### src/rtl/quad_decoder.sv
// Quadrature encoder decoder: synchronizes the two encoder channels, decodes
// legal Gray-code steps into an up/down position count and flags illegal jumps.
//
// Parameters:
//   WIDTH        position counter width
//   SYNC_STAGES  synchronizer depth per channel (>= 2)
// Ports:
//   clk, rst            clock; synchronous active-high reset
//   enc_a, enc_b        asynchronous encoder channels
//   enable              1 = accepted steps move count, 0 = steps discarded
//   load, d_in          preset count (highest priority after rst)
//   clr_err             clear sticky err (an illegal jump in the same cycle wins)
//   count               registered position, wraps modulo 2^WIDTH
//   step_up, step_dn    one-cycle pulses per accepted step
//   dir                 direction of last accepted step (1 = up)
//   err                 sticky illegal-transition flag
// Optional build macro QDEC_GLITCH_FILTER_EN: adds a 3-sample stability
// filter between the synchronizer and the decoder.

module quad_decoder #(
    parameter int WIDTH       = 4,
    parameter int SYNC_STAGES = 2
) (
    input  logic             clk,
    input  logic             rst,
    input  logic             enc_a,
    input  logic             enc_b,
    input  logic             enable,
    input  logic             load,
    input  logic [WIDTH-1:0] d_in,
    input  logic             clr_err,
    output logic [WIDTH-1:0] count,
    output logic             step_up,
    output logic             step_dn,
    output logic             dir,
    output logic             err
);

`ifdef QDEC_GLITCH_FILTER_EN
    localparam int ARM_LEN = SYNC_STAGES + 3;
`else
    localparam int ARM_LEN = SYNC_STAGES + 1;
`endif
    localparam int HW = $clog2(ARM_LEN + 1);

    typedef enum logic {ARM = 1'b0, RUN = 1'b1} state_t;

    state_t               state;
    state_t               state_nxt;
    logic [HW-1:0]        holdoff;
    logic [HW-1:0]        holdoff_nxt;
    logic                 run;

    logic [SYNC_STAGES-1:0] sync_a;
    logic [SYNC_STAGES-1:0] sync_b;
    logic [1:0]             raw;
    logic [1:0]             dec_in;
    logic [1:0]             prev;

    logic                 up_det;
    logic                 dn_det;
    logic                 bad_det;

    // Synchronizers and prev are intentionally not reset; ARM flushes them.
    always_ff @(posedge clk) begin
        sync_a <= {sync_a[SYNC_STAGES-2:0], enc_a};
        sync_b <= {sync_b[SYNC_STAGES-2:0], enc_b};
    end

    assign raw = {sync_a[SYNC_STAGES-1], sync_b[SYNC_STAGES-1]};

`ifdef QDEC_GLITCH_FILTER_EN
    logic [1:0] hist1;
    logic [1:0] hist2;
    logic [1:0] filt;

    // A value is passed on once the current sample and the two before it
    // agree; otherwise the last accepted value is held.
    always_ff @(posedge clk) begin
        hist1 <= raw;
        hist2 <= hist1;
        filt  <= dec_in;
    end

    assign dec_in = (raw == hist1 && hist1 == hist2) ? raw : filt;
`else
    assign dec_in = raw;
`endif

    always_ff @(posedge clk) begin
        prev <= dec_in;
    end

    // Transition decode on {prev, current}; A leads B for up.
    always_comb begin
        up_det  = 1'b0;
        dn_det  = 1'b0;
        bad_det = 1'b0;
        case ({prev, dec_in})
            4'b0010, 4'b1011, 4'b1101, 4'b0100: up_det  = 1'b1;
            4'b0001, 4'b0111, 4'b1110, 4'b1000: dn_det  = 1'b1;
            4'b0011, 4'b1100, 4'b0110, 4'b1001: bad_det = 1'b1;
            default: ;
        endcase
    end

    // FSM: state register
    always_ff @(posedge clk) begin
        if (rst) begin
            state   <= ARM;
            holdoff <= '0;
        end else begin
            state   <= state_nxt;
            holdoff <= holdoff_nxt;
        end
    end

    // FSM: next state
    always_comb begin
        state_nxt   = state;
        holdoff_nxt = holdoff;
        unique case (state)
            ARM: begin
                if (holdoff == HW'(ARM_LEN - 1))
                    state_nxt = RUN;
                else
                    holdoff_nxt = holdoff + 1'b1;
            end
            RUN: ;
            default: state_nxt = ARM;
        endcase
    end

    // FSM: outputs
    always_comb begin
        run = (state == RUN);
    end

    always_ff @(posedge clk) begin
        if (rst) begin
            count   <= '0;
            step_up <= 1'b0;
            step_dn <= 1'b0;
            dir     <= 1'b0;
            err     <= 1'b0;
        end else begin
            step_up <= 1'b0;
            step_dn <= 1'b0;
            if (load) begin
                count <= d_in;
            end else if (run && enable && up_det) begin
                count   <= count + WIDTH'(1);
                step_up <= 1'b1;
                dir     <= 1'b1;
            end else if (run && enable && dn_det) begin
                count   <= count - WIDTH'(1);
                step_dn <= 1'b1;
                dir     <= 1'b0;
            end
            if (run && bad_det)
                err <= 1'b1;
            else if (clr_err)
                err <= 1'b0;
        end
    end

endmodule

### config.mk
export PLATFORM = sky130hd
export DESIGN_NAME = quad_decoder
export DESIGN_NICKNAME = d
export VERILOG_FILES = /design/src/rtl/quad_decoder.sv
export SDC_FILE = /design/constraint.sdc
export NUM_CORES = 1
export LEC_CHECK = 0
export CORE_MARGIN = 3
export CORE_UTILIZATION = 45
export CTS_CLUSTER_DIAMETER = 80
export CTS_CLUSTER_SIZE = 14
export DETAILED_ROUTE_END_ITERATION = 8
export PLACE_DENSITY = 0.77
export SLEW_MARGIN = 10
export SYNTH_ARGS = -nofsm -noshare
export SYNTH_HDL_FRONTEND = slang
export SYNTH_SLANG_ARGS = --single-unit
### constraint.sdc
create_clock -name clk -period 2.8 [get_ports clk]
set_clock_uncertainty 0.1 [all_clocks]
set_input_delay 0.84 -clock clk [delete_from_list [all_inputs] [get_ports clk]]
set_output_delay 0.84 -clock clk [all_outputs]
set_load 0.02 [all_outputs]
==> summary.md <==
The initial antenna violation count came out at 0. Leaving out fill and tap cells, the most frequent cell in the layout is clkdlybuf4s50_1. The site row count is 13, and the number of design-rule violations left by the first detailed-router iteration is 8. Counting both buffers and inverters, the worst setup path holds a total of 2. Counting the buffers created by CTS gives 3. Setup violations remaining at the end of the flow were counted as 0.

The clock slew seen by the registers of the worst setup and hold paths came out at 0.10 ns. The pin slew with the least headroom to its limit was 0.371 ns; the largest net degree at the start of global routing was 12. Across the run, the number of max-cap violations was 0. The number of I/O port buffers came out at 18.

Dividing total power by cell area gives a power density of 606 nW/um^2. The run finished with clean final reports. The core region is 1380 sq um.

The final hold violation count is 0. The finished layout holds 106 standard cells, fillers aside. The final layout contains 107 nets. The number of filler cells placed in the layout came out at 109. The first-pass GRT wire length is 2.08 mm. The floorplan step defined a die boundary enclosing 2080 sq um.

The number of nets in the synthesized netlist is 83. The mean area per synthesized cell is 10.4 sq um, and the number of nets still failing antenna checks after routing is 0. For the synthesized area, the log shows 707 sq um. The starting density of the core was 51.1%. The worst path in the final design needs a cycle of 2.54 ns, including I/O delays and setup. After detailed routing, the number of vias per cell comes to 5.00. In this run the horizontal extent of the chip is 45.6 um. Highest clock rate: 393 MHz.

The placed instances occupy a cell area of 917 sq um. Post-CTS repair changed the size of 0 cells. The first TritonRoute pass finished after 4 iterations. The tools report the number of hold-repair buffers added at the cts stage as 0. The netlist uses 24 different library cells.

Largest stage delay on the critical path: 0.48 ns. The post-route netlist has 9.89% of its cells at a drive strength greater than 1. In the finished design, the share of the clock period the worst path needs comes to 90.9%. In this run the worst path has a maximum fanout of 5. Clock tree synthesis selected as its root buffer the cell clkbuf_4. No sink is reached through more buffers than the 2 on the longest clock path. After routing, the total negative slack on setup checks comes to 0 ns.

The worst pin sits at a relative slew slack of 75.2%. The tools report the number of design rule violations left after detail routing as 0. For the worst-case vdd ir drop, the log shows 0.527 mV. Of the synthesized area, sequential elements account for 48.1%. The final standard cell area without fillers came out at 947 sq um. Cell type of the slowest stage on the worst timing path: clkdlybuf4s50_1. The min-delay analysis places its worst path in the category flip-flop to flip-flop. 19 I/O pins were placed. The top cell types in the final layout, fill and taps aside, are 18 x clkdlybuf4s50_1, 17 x dfxtp_1, 9 x nor2_1, 5 x xor2_1. The critical path startpoint category is a primary input.

The critical path is of the primary input to flip-flop type. The analysis attributes to cell leakage a power of 0.362 nW. The run gives 0.749 as the final weighted congestion in routability-driven placement. TritonCTS built the clock tree. Once the clock tree was built, the setup fixing pass inserted 0 buffers. The run gives 0 as the number of max-slew violations in the final report. Wires add up to 1.25 mm. Cells fill 68.5% of the core in the end. Summing internal, switching and leakage power gives 574 uW. The height of the chip was 45.6 um; the number of vias in the routed layout was 530. Setup repair after global routing left no endpoint under its margin. In the global route stage, overall resource usage came out at 14.1%. The Yosys step of the flow raised 0 warnings. The clock latency on the worst-skew pair was 0.29 ns. The critical path goes through clkdlybuf4s50_1, nand4_1, buf_4, ha_1, a21oi_1, xor2_1, mux2i_1, o311ai_2. The number of global-route vias before repair came out at 488. Leftover overflow at the end of global routing: 0. The synthesis-to-layout area growth works out to 34.0%. The routed length per instance came out at 11.8 um. The worst-case setup margin in the final layout is 0.256 ns, and the detailed-placement wirelength estimate is 949 um. The kind of cell with the highest combined delay along the critical path is buffers and inverters. Before CTS, the worst setup slack after placement is -0.0656 ns. The number of antenna diodes in the final layout is 0.

The worst setup path is captured at a flip-flop. STA puts the critical path data required time at 2.88 ns. For the number of levels in the clock H-tree, the log shows 1. Synthesis inferred 17 register bits.

Hold is met by 0.237 ns. Data on the critical path arrives at its endpoint at 2.62 ns. In this run, placement finished with an instance count of 102.

Synthesis handed over a netlist of 68 instances. Clock tree synthesis found a total of 17 sinks.
[flip-flops by register name, summed over array words and instances (netlist names)]
name,cells
step_dn,1
dir,1
err,1
prev,2
holdoff,2
sync_b,2
count,4
run,1
step_up,1
sync_a,2
[logic make-up (layout without fill, tap and decap cells)]
logic type	after synthesis	after routing	synth area share (%)
compound gates	10	10	11.2
flops	17	17	48.1
buf+inv	6	29	3.72
fa+ha+maj	4	4	8.14
mux	3	3	4.25
simple gates	19	19	13.5
xor+xnor	9	9	11.1
[worst reg2reg max path, stage by stage, from the launching register on]
cell	delay, ns
dfxtp_1	0.39
xor2_1	0.19
nand4_1	0.15
buf_4	0.18
ha_1	0.29
a21oi_1	0.16
xor2_1	0.20
mux2i_1	0.23
o311ai_2	0.12
[area by class of cell]
type	instances	area [sq um]	area share, %
flip-flops and latches	17	340	35.9
multi-input cells	45	340	35.9
repair buffers	21	203	21.4
clock buffers	3	22.5	2.38
well taps	15	18.8	1.98
inverters	4	15.0	1.59
clock inverters	1	7.51	0.793
[routing by layer]
layer	track usage [%]	vias to the layer above	share of wire, %
met4	3.51	0	0.80
met1	18.0	235	48
li1	-	276	-
met5	0	-	0
met3	5.93	2	7.9
met2	21.7	17	44
[report_power, final]
part,leakage [nW],internal [mW],total (mW),switching (mW)
sequential,0.141,0.270,0.290,0.0206
clock,0.0139,0.0544,0.136,0.0819
combinational,0.207,0.0756,0.147,0.0716
[Yosys cell counts]
master | number | area, sq um
buf_4 | 1 | 7.51
o311ai_2 | 1 | 16.3
a2bb2oi_1 | 1 | 8.76
a211oi_1 | 3 | 22.5
a21o_1 | 1 | 7.51
nand3b_1 | 1 | 7.51
nor2_1 | 9 | 33.8
nand4_1 | 1 | 6.26
clkbuf_1 | 1 | 3.75
o31ai_1 | 1 | 7.51
xnor2_1 | 4 | 35.0
nand2b_1 | 1 | 6.26
xor2_1 | 5 | 43.8
inv_1 | 4 | 15.0
nand2_1 | 3 | 11.3
nor2_4 | 1 | 11.3
or2_1 | 1 | 6.26
nor4_1 | 2 | 12.5
ha_1 | 3 | 37.5
dfxtp_1 | 17 | 340
fa_1 | 1 | 20.0
mux2i_1 | 3 | 30.0
a21oi_1 | 2 | 10.0
o22ai_1 | 1 | 6.26
[worst paths after layout]
| check | start | endpoint | slack [ns] | cells past startpoint |
|---|---|---|---|---|
| hold reg to reg | sync_b[0] | sync_b[1] | 0.24 | 0 |
| setup / recovery | enable | count[3] | 0.26 | 8 |
| setup reg to reg | sync_a[1] | count[3] | 0.68 | 8 |
| hold / removal | sync_b[0] | sync_b[1] | 0.24 | 0 |
Power figures use the tool's default switching activity.
